===== src/rtl/opdiv_radix2.sv =====
// Sequential radix-2 restoring divider: DIV/DIVU/REM/REMU, one op in flight.
// Optional OPDIV_EARLY_TERM_EN starts iteration at the dividend's leading one.
module opdiv_radix2 #(
  parameter int WIDTH = 32
) (
  input  logic             clock,
  input  logic             reset,
  input  logic             in_valid_i,
  output logic             in_ready_o,
  input  logic [1:0]       op_i,
  input  logic [WIDTH-1:0] a_i,
  input  logic [WIDTH-1:0] b_i,
  input  logic             flush_i,
  output logic             out_valid_o,
  input  logic             out_ready_i,
  output logic [WIDTH-1:0] result_o
);

  localparam int KW = $clog2(WIDTH);

  typedef enum logic [2:0] {
    IDLE, PREP, CALC, FIXUP, DONE
  } state_t;

  state_t           state;
  logic [1:0]       op_q;
  logic [WIDTH-1:0] a_q;
  logic [WIDTH-1:0] b_q;
  logic [WIDTH-1:0] rem_q;
  logic [WIDTH-1:0] quo_q;
  logic             sa_q;
  logic             sb_q;
  logic [KW-1:0]    k_q;

  logic             is_signed;
  logic             a_neg;
  logic             b_neg;
  logic [WIDTH-1:0] a_mag;
  logic [WIDTH-1:0] b_mag;
  logic             div_zero;
  logic             ovf;
  logic [KW-1:0]    k_init;
  logic [WIDTH:0]   t;
  logic [WIDTH:0]   diff;
  logic             ge;
  logic [WIDTH-1:0] q_fix;
  logic [WIDTH-1:0] r_fix;

  assign in_ready_o  = (state == IDLE);
  assign out_valid_o = (state == DONE);

  always_comb begin
    is_signed = ~op_q[0];
    a_neg     = is_signed & a_q[WIDTH-1];
    b_neg     = is_signed & b_q[WIDTH-1];
    a_mag     = a_neg ? -a_q : a_q;
    b_mag     = b_neg ? -b_q : b_q;
    div_zero  = (b_q == '0);
    ovf       = is_signed
              && (a_q == {1'b1, {(WIDTH-1){1'b0}}})
              && (b_q == '1);
`ifdef OPDIV_EARLY_TERM_EN
    k_init = '0;
    for (int i = 0; i < WIDTH; i++)
      if (a_mag[i]) k_init = KW'(i);
`else
    k_init = KW'(WIDTH-1);
`endif
    // rem < |b| always, so the shifted value never needs more than WIDTH+1 bits
    t     = {rem_q, a_q[k_q]};
    diff  = t - {1'b0, b_q};
    ge    = ~diff[WIDTH];
    q_fix = (sa_q ^ sb_q) ? -quo_q : quo_q;
    r_fix = sa_q ? -rem_q : rem_q;
  end

  always_ff @(posedge clock or posedge reset) begin
    if (reset) begin
      state    <= IDLE;
      op_q     <= '0;
      a_q      <= '0;
      b_q      <= '0;
      rem_q    <= '0;
      quo_q    <= '0;
      sa_q     <= 1'b0;
      sb_q     <= 1'b0;
      k_q      <= '0;
      result_o <= '0;
    end else if (flush_i) begin
      state <= IDLE;
    end else begin
      unique case (state)
        IDLE: begin
          if (in_valid_i) begin
            op_q  <= op_i;
            a_q   <= a_i;
            b_q   <= b_i;
            state <= PREP;
          end
        end
        PREP: begin
          sa_q <= a_neg;
          sb_q <= b_neg;
          if (div_zero) begin
            result_o <= op_q[1] ? a_q : '1;
            state    <= DONE;
          end else if (ovf) begin
            result_o <= op_q[1] ? '0 : a_q;
            state    <= DONE;
          end else begin
            a_q   <= a_mag;
            b_q   <= b_mag;
            rem_q <= '0;
            quo_q <= '0;
            k_q   <= k_init;
            state <= CALC;
          end
        end
        CALC: begin
          rem_q      <= ge ? diff[WIDTH-1:0] : t[WIDTH-1:0];
          quo_q[k_q] <= ge;
          if (k_q == '0) state <= FIXUP;
          else           k_q   <= k_q - 1'b1;
        end
        FIXUP: begin
          result_o <= op_q[1] ? r_fix : q_fix;
          state    <= DONE;
        end
        DONE: begin
          if (out_ready_i) state <= IDLE;
        end
        default: state <= IDLE;
      endcase
    end
  end

endmodule

===== config.mk =====
export PLATFORM = sky130hd
export DESIGN_NAME = opdiv_radix2
export DESIGN_NICKNAME = d
export VERILOG_FILES = /design/src/rtl/opdiv_radix2.sv
export SDC_FILE = /design/constraint.sdc
export NUM_CORES = 1
export LEC_CHECK = 0
export BUFFER_PORTS_ARGS = -buffer_cell sky130_fd_sc_hd__buf_2
export CAP_MARGIN = 20
export CORE_MARGIN = 2
export CORE_UTILIZATION = 57
export DETAILED_ROUTE_END_ITERATION = 8
export GPL_TIMING_DRIVEN = 0
export HOLD_SLACK_MARGIN = 0.02
export PLACE_DENSITY = 0.77
export SYNTH_ARGS = -nofsm -noshare
export SYNTH_HDL_FRONTEND = slang
export SYNTH_SLANG_ARGS = --single-unit

===== constraint.sdc =====
create_clock -name clock -period 8.6 [get_ports clock]
set_clock_uncertainty 0.2 [all_clocks]
set_input_delay 1.72 -clock clock [delete_from_list [all_inputs] [get_ports clock]]
set_output_delay 1.72 -clock clock [all_outputs]
set_load 0.02 [all_outputs]

# ---- After elaboration in Yosys (flattened, before gate mapping)
# Cells that the tools add are included.
dict set report totals {
  inputBits 71
  wordCells 96
  mem_bits_rw 0
  n_memories 0
  latchBits 0
  mem_bits_ro 0
  ff_bits 172
  output_inout_bits 34
}
dict set report classes {
  n_lt_le_gt_ge 2
  n_eq_ne 16
  div 0
  n_bitwise 6
  muxes 39
  shift 0
  reduce_logical 17
  n_mul 0
  addsub 6
}
# operator count
set ops {}
lappend ops {{$mux 32} 18}
lappend ops {{$pmux 32 s2} 5}
lappend ops {{$neg 32->32} 4}
lappend ops {{$eq 32x32->1 const B} 2}
lappend ops {{$sub 33x32->33} 1}
lappend ops {{$bwmux 32} 1}
lappend ops {{$logic_not 32->1} 1}
lappend ops {{$mux 3} 6}
lappend ops {{$mux 5} 3}
lappend ops {{$pmux 3 s5} 1}
lappend ops {{$ne 2x2->1 const B} 6}
lappend ops {{$reduce_and 6->1} 2}
lappend ops {{$pmux 5 s2} 1}
lappend ops {{$reduce_and 3->1} 3}
lappend ops {{$eq 3x2->1 const B} 2}
lappend ops {{$lt 5x6->1 const B} 1}
lappend ops {{$ne 3x2->1 const B} 2}
lappend ops {{$ne 3x3->1 const B} 2}
lappend ops {{$reduce_bool 2->1} 3}
lappend ops {{$bmux 1 s5} 1}
lappend ops {{$demux 1 s5} 1}
lappend ops {{$ge 5x1->1 const B} 1}
lappend ops {{$logic_not 5->1} 1}
lappend ops {{$reduce_and 5->1} 1}
lappend ops {{other kinds (11)} 17}

# ---- Depth between registers and ports, before layout
dict set report logic_depth {
  depth_word 7
  mapped_depth 21
  depth_no_buf 17
}

# ---- Least setup slack after synthesis
# No wires, ideal clock.
dict set report synth_timing {
  path_type {reg-to-reg}
  startpoint {register k_q[0]}
  endpoint {register rem_q[0]}
  t_required_ps 8317
  path_stages_with_launch 18
  setup_slack_ps 4222
  n_path_buf 2
  setup_ps 83
  period_less_slack_ps 4378
  arrival_time_ps 4095
  path_cell_list {dfrtp_1 buf_1 mux4_2 a221oi_1 and3_1 ha_1 inv_1 fa_1 a21o_1 a21oi_2 o211a_1 o21ba_1 or4b_4 nand4_1 nand3b_4 buf_12 mux2_2 o22ai_1}
}
dict set report synth_via {
  elab_chain_cells 5
}
# item line_no
set synth_rtl {}
lappend synth_rtl {{start, declared} 33} ;# logic [KW-1:0] k_q;
lappend synth_rtl {{start signal, assigned} 115} ;# k_q <= k_init;
lappend synth_rtl {{start signal, assigned} 123} ;# else k_q <= k_q - 1'b1;
lappend synth_rtl {{$bmux 1 s5 *} 70} ;# t = {rem_q, a_q[k_q]};
lappend synth_rtl {{$mux 1 (implied by the code) *} 70}
lappend synth_rtl {{$sub 33x32->33} 71} ;# diff = t - {1'b0, b_q};
lappend synth_rtl {{$mux 32 *} 120} ;# rem_q <= ge ? diff[WIDTH-1:0] : t[WIDTH-1:0];
lappend synth_rtl {{$pmux 32 s2 *} 92} ;# unique case (state)
lappend synth_rtl {{end signal, assigned} 120}
lappend synth_rtl {{end, declared} 29} ;# logic [WIDTH-1:0] rem_q;
# Every way passes the cells marked *; elsewhere a longest branch is shown, timed or not. The select of a mux whose other input is x is not followed.
# A chain may end at the register's enable or synchronous reset.

# ---- Worst setup path after layout
dict set report layout_timing {
  startpoint {register k_q[0]}
  endpoint {register rem_q[20]}
}
dict set report layout_via {
  elab_chain_cells 5
}
# item line_no
set layout_rtl {}
lappend layout_rtl {{$bmux 1 s5} 70}
lappend layout_rtl {{$mux 1 (implied by the code)} 70}
lappend layout_rtl {{$sub 33x32->33} 71}
lappend layout_rtl {{$mux 32} 120}
lappend layout_rtl {{$pmux 32 s2} 92}
# Every way passes these cells. The select of a mux whose other input is x is not followed.

==> metrics <==
type of the worst setup path register to register; PortBufs 104; CTS resizes 0; Rows 54; mean number of vias per cell 6.70; Inst Count DP 1999; YS warnings 0; syn_nets 1728; DRC Markers 0; H-tree Lvls 4; I/O pin count 105; worst hold path class register to register; Filler Cell Count 1967; DIE HEIGHT 153 um; switch share 49.7%; Req. time, crit path 8.72 ns; Worst-Skew Late Latency 0.45 ns; largest vdd supply drop about 0.18 mV; drt first pass iters 6; Worst-path clk slew around 0.080 ns; status finished clean; Worst Path Arrival approximately 5.4 ns; hpwl dp approximately 33000 um; Post-DP Area ~14000 um2; crit end category register; PnR Total Power approximately 4.3 mW; worst setup margin 3.36 ns; asr flop ratio synth between 90% and 100%; Psw 2.14 mW; Post-Syn Instances 1614; # nets final 1852; antenna-violating nets left 0; TritonCTS buffer count 17; clock share of power 17.9%; reg2reg end rem_q[20]; HP Start result_o[6]; pwr/cell area approximately 300 nW/um2; worst r2r path cells 17; Worst-Margin Slew 0.908 ns; Post-Route Utilization 64.9%; worst relative slew slack 39.3%; EDFF count, synth 0; Comb power frac 50.9%; Critical Path Fanout Max 10; CTS tree done; Hold Vio Cnt, Final 0; WL/cell 21.5 um; drt total wl 43600 um; antenna violations before repair 0; final non-filler cell total 2031; Avg Cell Area, Syn 7.88 um2; # hold bufs at CTS 0; Final Max Slew Viols 0; share of cells above drive strength 1 12.1%; core area 21900 um2; Bufs on Longest Clock Path 2; dpl ws 3.47 ns; flops & latches, synth 172; Sequential Power Share around 31%; final setup fails 0; Pleak approximately 6.2 nW; r2r setup slk about 3.4 ns; clock sink total 172; Inserted Diodes 0; Max-Cap Viols 0; Root Driver clkbuf_16; worst r2r src k_q[0]; fmax 191 MHz; Power Internal 2.17 mW; Area Overhead vs Synth 11.6%; pin count of the biggest net entering global routing around 120; Setup Buffers After CTS 0; total grt overflow 0; sequential area share after synthesis 33.8%; RSZ-0062 raised after global routing no; via total after detailed routing approximately 14000; die area 23500 um2; first-pass GRT wire length 68300 um; period utilization 60.9%; Initial Utilization 58.1%; Tmin final 5.24 ns; distinct cell type count after synthesis 82; Worst Hold Endpoint result_o[6]; vias in the first global route about 12000; Netlist Area Pre-Place 12700 um2; GRT Total Usage 36.7%; routability congestion estimate 1.00; top_reg_cell synth dfrtp_1; hold path cells 2; startpoint types register; design area 14200 um2; Die W 153 um; starting DRC count in detailed routing 1881
worst max-delay path, cell delays in order (launching register included):
cell and delay [ns]:
dfrtp_1 0.46, buf_1 0.55, mux4_2 0.61, a221oi_1 0.29, and3_1 0.34, ha_1 0.21
inv_1 0.05, fa_1 0.42, a21o_1 0.19, a21oi_2 0.20, o211a_1 0.24, o21ai_0 0.14
and3_1 0.21, a211oi_1 0.38, o21bai_1 0.10, a21oi_1 0.18, xor2_1 0.23, o21ai_0 0.11
cells by family after synthesis:
logic type,synth area share [%]
xor gates and xnor gates,6.13
AOI/OAI and AO/OA,27.1
muxes,3.62
DFF,33.8
and+or+nand+nor,19.8
adders and majority gates,4.29
buffers and inverters,5.29
per-stage QoR:
| step | hold slack [ns] | TNS (ns) |
|---|---|---|
| floorplan | 0.287 | 0 |
| global placement | 0.258 | -32.11 |
| detailed placement | 0.269 | 0 |
| CTS | 0.286 | 0 |
| global route | 0.309 | 0 |
| finish | 0.279 | 0 |
metal layers:
layer	up-vias	wire [um]	track usage, %
li1	6115	-	-
met1	6425	17700	52.6
met2	910	18900	55.7
met3	150	5160	6.95
met4	0	1830	13.8
met5	-	0	0
power by group through the flow:
stage	registers [mW]	clock network [mW]	logic [mW]
2_1_floorplan	1.31	0	1.44
3_3_place_gp	1.33	0	2.07
3_5_place_dp	1.34	0	2.11
4_1_cts	1.32	0.769	2.12
5_1_grt	1.37	0.803	2.37
6_report	1.34	0.771	2.19
layout make-up:
class	count	area [um2]	share of cell area, %
clock inverters	14	129	0.908
well taps	280	350	2.47
plain buffers	98	467	3.29
repair buffers	105	548	3.86
flip-flops and latches	172	4300	30.3
multi-input cells	1289	7750	54.6
clock buffers	18	439	3.09
inverters	55	214	1.51
worst max-delay path by stage:
| stage | from | slack, ns | depth (start not counted) | endpoint |
|---|---|---|---|---|
| after floorplan | reset | 2.02 | 1 | a_q[0] |
| after global placement | reset | -0.21 | 2 | a_q[21] |
| after detailed placement | k_q[0] | 3.47 | 17 | rem_q[20] |
| after CTS | k_q[0] | 3.43 | 17 | rem_q[20] |
| after global routing | k_q[0] | 3.02 | 17 | rem_q[30] |
| final | k_q[0] | 3.36 | 17 | rem_q[20] |
cells in the mapped netlist (13+ instances only):
master	count	share of area [%]
xnor2_1	38	2.6
nor4_1	14	0.69
nand2_1	148	4.4
a211oi_1	13	0.77
a31oi_1	13	0.64
o21ai_0	171	6.7
xor2_1	51	3.5
a21oi_1	216	8.5
inv_1	54	1.6
nor3_1	54	2.1
a22oi_1	18	1.1
o21ai_1	62	2.4
nor2_1	142	4.2
mux2i_1	19	1.5
nand4_1	17	0.84
a21o_1	17	1.0
nand3_1	39	1.5
ha_1	42	4.1
o22ai_1	33	1.6
dfrtp_1	172	34
or3_1	18	0.89
buf_2	14	0.55
clkbuf_1	64	1.9
cells in the final DEF (no fill, tap or decap), types with 11 or more instances in the layout:
master     Yosys  final
nand4_1       17     17
a21o_1        17     17
a31oi_1       13     13
o21ai_0      171    171
nand3_1       39     39
mux2i_1       19     19
a22oi_1       18     18
a21oi_1      216    216
inv_1         54     53
o31ai_1       12     12
buf_2         14    118
nor2_1       142    142
o21ai_1       62     62
xnor2_1       38     38
a211oi_1      13     13
nor3_1        54     54
clkbuf_16      0     17
nand2b_1      11     11
or3_1         18     18
xor2_1        51     51
nand2_1      148    148
o22ai_1       33     33
dfrtp_1      172    172
nor4_1        14     14
ha_1          42     42
clkbuf_1      64     64
registers in the layout (all words and copies together), names as in the netlist:
signal,flops
a_q,32
k_q,5
sb_q,1
result_o,32
sa_q,1
quo_q,32
op_q,2
state,3
b_q,32
rem_q,32
Note: power is estimated with default switching activity, not from simulation.
